**src/rtl/jump_field_encoder_pkg.sv**
```systemverilog
// Shared MIPS constants and the result record carried through the jump encoder FIFO.
package jump_field_encoder_pkg;

  localparam logic [5:0]  OPC_J      = 6'b000010;
  localparam logic [5:0]  OPC_JAL    = 6'b000011;
  localparam logic [31:0] NOP_WORD   = 32'h0000_0000;
  localparam int          FIFO_DEPTH = 2;
  localparam int          RES_W      = 60;

  typedef struct packed {
    logic [31:0] instr;
    logic [25:0] index;
    logic [1:0]  err;
  } enc_result_t;

endpackage

```
**src/rtl/result_fifo2.sv**
```systemverilog
// Two-entry result FIFO; an entry pushed into an empty FIFO is visible right after the push edge.
module result_fifo2
  import jump_field_encoder_pkg::*;
#(
  parameter int DATA_W = 60
) (
  input  logic              clk,
  input  logic              rst,
  input  logic              push_valid,
  output logic              push_ready,
  input  logic [DATA_W-1:0] push_data,
  output logic              pop_valid,
  input  logic              pop_ready,
  output logic [DATA_W-1:0] pop_data
);

  logic [DATA_W-1:0] mem [FIFO_DEPTH];
  logic              wr_ptr;
  logic              rd_ptr;
  logic [1:0]        count;
  logic              push;
  logic              pop;

  assign push_ready = (count < 2'(FIFO_DEPTH));
  assign pop_valid  = (count != 2'd0);
  assign push       = push_valid && push_ready;
  assign pop        = pop_valid && pop_ready;
  // Storage is never cleared, so the head is masked to zero whenever the FIFO is empty.
  assign pop_data   = pop_valid ? mem[rd_ptr] : '0;

  always_ff @(posedge clk or posedge rst) begin
    if (rst) begin
      wr_ptr <= 1'b0;
      rd_ptr <= 1'b0;
      count  <= 2'd0;
    end else begin
      if (push) wr_ptr <= ~wr_ptr;
      if (pop)  rd_ptr <= ~rd_ptr;
      case ({push, pop})
        2'b10:   count <= count + 2'd1;
        2'b01:   count <= count - 2'd1;
        default: count <= count;
      endcase
    end
  end

  always_ff @(posedge clk) begin
    if (push) mem[wr_ptr] <= push_data;
  end

endmodule

```
**src/rtl/jump_field_encoder.sv**
```systemverilog
// Encodes J/JAL instruction words from a jump target, flags alignment/region errors, queues results.
module jump_field_encoder
  import jump_field_encoder_pkg::*;
(
  input  logic        Clk,
  input  logic        Rst,
  input  logic        In_valid,
  output logic        In_ready,
  input  logic [31:0] Target_addr,
  input  logic [31:0] Pc_plus4,
  input  logic        Link,
  output logic        Out_valid,
  input  logic        Out_ready,
  output logic [31:0] Instr_out,
  output logic [25:0] Index_out,
  output logic [1:0]  Err_out,
  output logic [15:0] Enc_count
);

  function automatic logic [15:0] sat_inc(input logic [15:0] v);
    return (v == 16'hFFFF) ? v : v + 16'd1;
  endfunction

  enc_result_t enc;
  enc_result_t head;
  logic        accept;

  always_comb begin
    enc       = '0;
    enc.index = Target_addr[27:2];
    enc.err   = {Target_addr[31:28] != Pc_plus4[31:28], Target_addr[1:0] != 2'b00};
    enc.instr = (enc.err != 2'b00) ? NOP_WORD
                                   : {(Link ? OPC_JAL : OPC_J), Target_addr[27:2]};
  end

  assign accept = In_valid && In_ready;

  // Encode result enters the FIFO on the accepting edge
  result_fifo2 #(.DATA_W(RES_W)) u_fifo (
    .clk        (Clk),
    .rst        (Rst),
    .push_valid (In_valid),
    .push_ready (In_ready),
    .push_data  (enc),
    .pop_valid  (Out_valid),
    .pop_ready  (Out_ready),
    .pop_data   (head)
  );

  assign Instr_out = head.instr;
  assign Index_out = head.index;
  assign Err_out   = head.err;

  always_ff @(posedge Clk or posedge Rst) begin
    if (Rst) begin
      Enc_count <= 16'd0;
    end else if (accept && (enc.err == 2'b00)) begin
      Enc_count <= sat_inc(Enc_count);
    end
  end

endmodule

```
**config.mk**
```make
export PLATFORM = sky130hd
export DESIGN_NAME = jump_field_encoder
export DESIGN_NICKNAME = d
export VERILOG_FILES = /design/src/rtl/jump_field_encoder_pkg.sv /design/src/rtl/result_fifo2.sv /design/src/rtl/jump_field_encoder.sv
export SDC_FILE = /design/constraint.sdc
export NUM_CORES = 1
export LEC_CHECK = 0
export CAP_MARGIN = 20
export CORE_ASPECT_RATIO = 0.9
export CORE_MARGIN = 5
export CORE_UTILIZATION = 45
export DETAILED_ROUTE_END_ITERATION = 8
export PLACE_DENSITY = 0.83
export REMOVE_ABC_BUFFERS = 1
export SYNTH_ARGS = -nofsm -noshare
export SYNTH_HDL_FRONTEND = slang
export SYNTH_SLANG_ARGS = --single-unit
```
**constraint.sdc**
```tcl
create_clock -name Clk -period 9.71 [get_ports Clk]
set_input_delay 0.971 -clock Clk [delete_from_list [all_inputs] [get_ports Clk]]
set_output_delay 0.971 -clock Clk [all_outputs]
set_load 0.01 [all_outputs]
```
==> out/results.tsv, run 1 <==
stage	metric	value	unit
die	die area	0.01440	mm2
place	post-detail-place hpwl	6.775	mm
min_path	Worst Hold End	Enc_count[11]	
cts	H-tree levels	4	
finish	leading cell types in the layout, fill and taps excluded	114 x clkdlybuf4s50_1, 112 x edfxtp_1, 60 x nor2_1, 56 x mux2i_1, 28 x and2_1	
setup_path	CP endpoint kind	primary output	
drt	DRC viols	0	
die	Core ar.	0.01193	mm2
pwr	Sw Share	0.2920	
cts	CTS Buf Count	17	
logic_synthesis	Main synth FF type	edfxtp_1	
logic_synthesis	Netlist Area Pre-Place	0.005444	mm2
min_path	hold path start	Enc_count[11]	
min_path	worst min path class	reg -> reg	
timing	Final Setup Violations	0	
logic_synthesis	Mapped Cells	362	
logic_synthesis	Yosys top cell by area	edfxtp_1	
setup_path	critical-path cell list	mux2i_1, nor2_1, clkdlybuf4s50_1	
place	Post-Place Cells	623	
setup_path	Startpoint Class	flop	
die	IO Pins	147	
drt	detailed-route vias per instance	4.905	
cts	Clock Latency Late Sink	0.39	ns
die	row count	38	
logic_synthesis	Avg Cell Area, Syn	15.04	um2
logic_synthesis	register area share after synthesis	0.7097	
cts	clock tree from TritonCTS	built	
pwr	pwr dens	277.8	mW/mm2
pwr	Pint	0.001434	W
timing	RSZ-0062 raised after global routing	no	
finish	Synth-to-Final Area Change	33.95	%
setup_path	critical path required time	8.74	ns
global_routing	first-pass GRT wire length	17.00	mm
timing	Max Clock Freq	292.7	MHz
global_routing	initial antenna violation count	0	
setup_path	reg2reg path depth	7	
timing	Final period util	0.3518	
finish	fill count	865	
drt	Post-DRT Antenna Nets	0	
setup_path	critical path data arrival time	2.45	ns
global_routing	vias in the first global route	3419	
pwr	clock share of power	0.290	
logic_synthesis	Yosys cell types	32	
place	port bufs	114	
cts	Setup Fix Bufs, Post-CTS	0	
job	Max-cap violations	0	
finish	commonest non-fill, non-tap cell in the layout	clkdlybuf4s50_1	
pwr	sw power	0.0005916	W
drt	Initial DRC Count	261	
place	Final GP Congestion	0.8270	
finish	# diodes	0	
logic_synthesis	top cell type's share of synthesized area	0.6178	
status	status	completed	
timing	final hold violation count	0	
logic_synthesis	Post-synth EDFFs	112	
setup_path	capturing point of the worst reg2reg path	u_fifo.count[1]	
logic_synthesis	warnings from Yosys	0	
global_routing	met3 Usage GRT	0.06343	
die	Initial Utilization	0.4562	
cts	CTS Buffer Depth	2	
finish	Net count, final	553	
die	Die Y	114.3	um
setup_path	Max stage delay on crit path	1.04	ns
pwr	Leak	2.828	nW
setup_path	RR Startpoint	u_fifo.count[0]	
pwr	sequential power share	0.397	
timing	final critical-path required period	3.416	ns
finish	Layout Cells excl Fill	655	
drt	total iterations of the first detailed-routing run	5	
global_routing	met1 GRT Util	0.1871	
global_routing	GRT busiest layer	met2	
drt	DR vias	3213	
global_routing	gr usage total	0.1499	
drt	drt total wl	10.54	mm
cts	Clock Tree Root	clkbuf_16	
die	die width	125.9	um
min_path	WHS Path Cells	1	
cts	clk sinks	132	
logic_synthesis	FF+latch count, synth	132	
pwr	combinational fraction of design power	0.313	
setup_path	worst-path maximum fanout	57	
timing	max-slew violation count	0	
global_routing	routing usage on met2	0.2403	
timing	Worst slew margin	0.3200	
setup_path	Worst Setup SP	u_fifo.rd_ptr	
finish	Core Util, Final	0.6110	
global_routing	largest net degree at the start of global routing	58	
setup_path	Critical Path Slowest Stage Cell	dfrtp_4	
setup_path	flop-to-flop setup slack	7.40	ns
pwr	VDD IR max	0.0001408	V
timing	Clock Skew	0.003687	ns
timing	measured slew at the worst slew-check pin	1.020	ns
global_routing	GRT overflow	0	
cts	CTS Hold Bufs	0	
timing	setup_tns	0	ns
cts	clock-pin slew on the worst setup and hold paths	0.06	ns
logic_synthesis	leading post-synthesis cells by cell area	edfxtp_1 62%, mux2i_1 10%, dfrtp_1 9.2%	
setup_path	CP Class	reg -> out	
logic_synthesis	Async SR Flop Fraction	0.1515	
cts	CTS resizes	0	
finish	layout cell share with drive strength beyond 1	0.08889	
drt	WL per Instance	16.09	um
-- synthesized netlist by cell type, types with 4 or more instances --
master    number
nand2_1        5
buf_2          7
xnor2_1       16
mux2i_1       56
clkbuf_1       6
dfrtp_1       20
nand3_1        5
buf_4          4
nand4_1        5
nor2_1        63
and2_1        28
edfxtp_1     112
xor2_1         6
and4_1         4
-- worst max path at each step --
stage | to | slack [ns] | depth (start not counted)
floorplan | u_fifo.mem[0][0] | 5.85 | 2
global placement | u_fifo.mem[0][29] | 6.58 | 6
detailed placement | u_fifo.mem[1][34] | 6.52 | 6
CTS | Index_out[19] | 6.27 | 3
global route | Err_out[0] | 6.16 | 3
finish | Err_out[1] | 6.29 | 3
-- power groups by stage --
stage	combinational [W]	clock, W	sequential, W
after global placement	0.000632	0	0.000812
after detailed placement	0.000645	0	0.000817
after global routing	0.000680	0.000628	0.000816
after CTS	0.000646	0.000602	0.000807
final	0.000634	0.000588	0.000804
after floorplan	0.000323	0	0.000795
-- through the flow --
| stage | total power [W] | worst slack, ns | hold WS (ns) | area (um2) |
|---|---|---|---|---|
| 6_report | 0.002026 | 6.294 | 0.4904 | 7292 |
| 5_1_grt | 0.002125 | 6.163 | 0.5199 | 7292 |
| 4_1_cts | 0.002056 | 6.271 | 0.5004 | 7292 |
| 3_5_place_dp | 0.001462 | 6.522 | 0.4901 | 6743 |
| 3_3_place_gp | 0.001443 | 6.578 | 0.4832 | 6743 |
| 2_1_floorplan | 0.001119 | 5.854 | 0.4598 | 5349 |
-- state kept, by name, indices dropped and copies added (netlist names) --
signal,flops
u_fifo.mem,112
Enc_count,16
u_fifo.rd_ptr,1
u_fifo.count,2
u_fifo.wr_ptr,1
-- logic make-up after synthesis --
kind of cell | after synthesis | share of synthesized area
xor+xnor | 22 | 0.03539
buf+inv | 23 | 0.02160
fa+ha+maj | 2 | 0.004596
simple gates | 123 | 0.1181
mux | 59 | 0.1099
flops | 132 | 0.7097
other cells | 1 | 0.0006888
-- critical path, delay by kind of cell (launching register included) --
kind | cells | cell delay (ns)
flops | 1 | 1.04
buf+inv | 1 | 0.58
mux | 1 | 0.17
simple gates | 1 | 0.14
-- per-layer routing --
layer,wire length [um],vias up
met5,0,-
met4,84,0
met3,918,11
met2,4884,130
met1,4648,1539
li1,-,1533
-- cell type report --
| cell class | count | area, um2 | area share |
|---|---|---|---|
| clock buffer | 19 | 432.9 | 0.05937 |
| timing repair buffer | 118 | 1171 | 0.1606 |
| sequential | 132 | 3867 | 0.5304 |
| clock inverter | 13 | 116.4 | 0.01596 |
| inverter | 3 | 11.26 | 0.001544 |
| tap | 160 | 200.2 | 0.02745 |
| multi-input combinational | 210 | 1493 | 0.2047 |
Power figures use the tool's default switching activity.
==> run 2: changes to the inputs <==
clock period = 3.6 ns   (was 9.71 ns; I/O delays follow)
==> run 2 against run 1 <==
First-iteration DRC count is 15% lower. Clock skew is 0.0067 ns higher. Cell count is 0.15% higher. Combinational power grew to 2.9 times the previous value. Clock power grew to 2.9 times the previous value. Final area is 1.3% higher. Flip-flop and latch count stayed put. Critical path depth is 1 higher. Register-to-register slack worse by 5.9 ns. Non-clock buffer count is 1 higher.
==> out/results.tsv, run 2 (synthesis gave the netlist of run 1 again) <==
stage	metric	value	unit	change
drt	DR vias	3262		was 3,213
drt	Initial DRC Count	223		was 261
die	row count	38		unchanged
cts	CTS Buffer Depth	2		unchanged
job	Max-cap violations	0		unchanged
global_routing	initial antenna violation count	0		unchanged
pwr	pwr dens	760.1	mW/mm2	was 277.8 mW/mm2
timing	Worst slew margin	0.4494		was 0.3200
global_routing	first-pass GRT wire length	17.02	mm	was 17.00 mm
timing	final hold violation count	0		unchanged
finish	Reg with most FFs	u_fifo.mem		unchanged
finish	layout cell share with drive strength beyond 1	0.09677		was 0.08889
place	Final GP Congestion	0.8005		was 0.8270
cts	Clock Latency Late Sink	0.40	ns	was 0.39 ns
setup_path	critical path data arrival time	2.30	ns	was 2.45 ns
drt	drt total wl	10.63	mm	was 10.54 mm
cts	CTS resizes	0		unchanged
timing	Worst Slack Setup Final	0.9436	ns	was 6.294 ns
finish	fill count	912		was 865
die	Core ar.	0.01193	mm2	unchanged
drt	total iterations of the first detailed-routing run	4		was 5
timing	Max Clock Freq	376.4	MHz	
pwr	VDD IR max	0.0003192	V	was 0.0001408 V
drt	DRC viols	0		unchanged
cts	Setup Fix Bufs, Post-CTS	0		unchanged
timing	RSZ-0062 raised after global routing	no		unchanged
setup_path	Startpoint Class	flop		unchanged
cts	H-tree levels	4		unchanged
global_routing	largest net degree at the start of global routing	36		was 58
finish	Synth-to-Final Area Change	35.72	%	was 33.95%
die	Die Y	114.3	um	unchanged
place	Placed Instance Area	0.006800	mm2	was 0.006743 mm2
setup_path	CP endpoint kind	primary output		unchanged
timing	Final Setup Violations	0		unchanged
setup_path	CP Class	reg -> out		unchanged
die	IO Pins	147		unchanged
die	die area	0.01440	mm2	unchanged
timing	max-slew violation count	0		unchanged
cts	clock-pin slew on the worst setup and hold paths	0.06	ns	about the same
timing	Clock Skew	0.01034	ns	was 0.003687 ns
cts	clk sinks	132		unchanged
cts	CTS Buf Count	17		unchanged
setup_path	critical-path cell list	buf_12, mux2i_1, nor2_1, clkdlybuf4s50_1		was mux2i_1, nor2_1, clkdlybuf4s50_1
status	status	completed		unchanged
drt	Post-DRT Antenna Nets	0		unchanged
finish	commonest non-fill, non-tap cell in the layout	clkdlybuf4s50_1		unchanged
min_path	worst min path class	in -> async		was reg -> reg
finish	leading cell types in the layout, fill and taps excluded	114 x clkdlybuf4s50_1, 112 x edfxtp_1, 60 x nor2_1, 56 x mux2i_1, 28 x and2_1		unchanged
setup_path	critical path required time	3.24	ns	was 8.74 ns
cts	CTS Hold Bufs	0		unchanged
global_routing	GRT overflow	0		unchanged
setup_path	Critical Path Slowest Stage Cell	dfrtp_4		unchanged
place	port bufs	114		unchanged
place	Post-Place Setup Slack	1.100	ns	was 6.522 ns
die	Initial Utilization	0.4562		unchanged
cts	clock tree from TritonCTS	built		unchanged
drt	detailed-route vias per instance	4.973		was 4.905
timing	Final period util	0.7379		
timing	setup_tns	0	ns	unchanged
global_routing	gr usage total	0.1511		was 0.1499
setup_path	flop-to-flop setup slack	1.51	ns	was 7.40 ns
finish	final instance area	0.007388	mm2	was 0.007292 mm2
setup_path	worst-path maximum fanout	30		was 57
setup_path	RR Startpoint	u_fifo.count[1]		was u_fifo.count[0]
pwr	Leak	2.863	nW	was 2.828 nW
timing	final critical-path required period	2.656	ns	
timing	measured slew at the worst slew-check pin	0.8214	ns	was 1.020 ns
setup_path	reg2reg path depth	5		was 7
finish	Top Registers	u_fifo.mem (112), Enc_count (16), u_fifo.count (2)		unchanged
finish	# diodes	0		unchanged
finish	Net count, final	554		was 553
die	die width	125.9	um	unchanged
cts	Clock Tree Root	clkbuf_16		unchanged
setup_path	capturing point of the worst reg2reg path	Enc_count[3]		was u_fifo.count[1]
setup_path	Max stage delay on crit path	0.74	ns	was 1.04 ns
global_routing	vias in the first global route	3342		was 3,419
finish	Largest register FFs	112		unchanged
drt	WL per Instance	16.21	um	was 16.09 um
place	post-detail-place hpwl	6.836	mm	was 6.775 mm
==> run 2: final cells by class <==
cell class	count	area, um2	share of cell area
sequential	132	3867	0.5235
multi-input combinational	210	1493	0.2020
timing repair buffer	119	1229	0.1663
clock buffer	17	425.4	0.05758
tap	160	200.2	0.02710
clock inverter	15	162.7	0.02202
inverter	3	11.26	0.001524
==> run 2: metal layers <==
metal  global-route usage  vias up  routed length (um)
met3              0.06437        5                 870
met5                    0        -                   0
met4              0.04503        0                  42
met1               0.1951     1611                4758
met2               0.2347      112                4960
li1                     -     1534                   -
==> run 2: stage by stage <==
step | instances | power [W] | hold slack (ns) | util
finish | 656 | 0.005616 | 0.4173 | 0.6191
global route | 656 | 0.005895 | 0.4872 | 0.6191
CTS | 656 | 0.005698 | 0.4308 | 0.6191
detailed placement | 624 | 0.003984 | 0.4932 | 0.5698
global placement | 624 | 0.003944 | 0.4819 | 0.5698
floorplan | 345 | 0.003017 | 0.3238 | -
==> run 2: worst max path at each step <==
stage,slack [ns],to,depth (start not counted),start
2_1_floorplan,0.18,u_fifo.count[1],6,u_fifo.count[0]
3_3_place_gp,1.15,Enc_count[3],6,Pc_plus4[30]
3_5_place_dp,1.10,Enc_count[3],6,Pc_plus4[30]
4_1_cts,0.88,Instr_out[19],4,u_fifo.rd_ptr
5_1_grt,0.83,Instr_out[4],4,u_fifo.rd_ptr
6_report,0.94,Index_out[19],4,u_fifo.rd_ptr
==> run 2: report_power, final <==
group	internal, W	switching, W
Combinational	0.000976	0.000862
Clock	0.00108	0.000611
Sequential	0.00193	0.000156
==> run 2: worst max-delay path, delay by kind of cell (launching register included) <==
family / cells / cell delay (ns)
mux: 1 / 0.25
flops: 1 / 0.74
buf+inv: 2 / 0.81
simple gates: 1 / 0.08
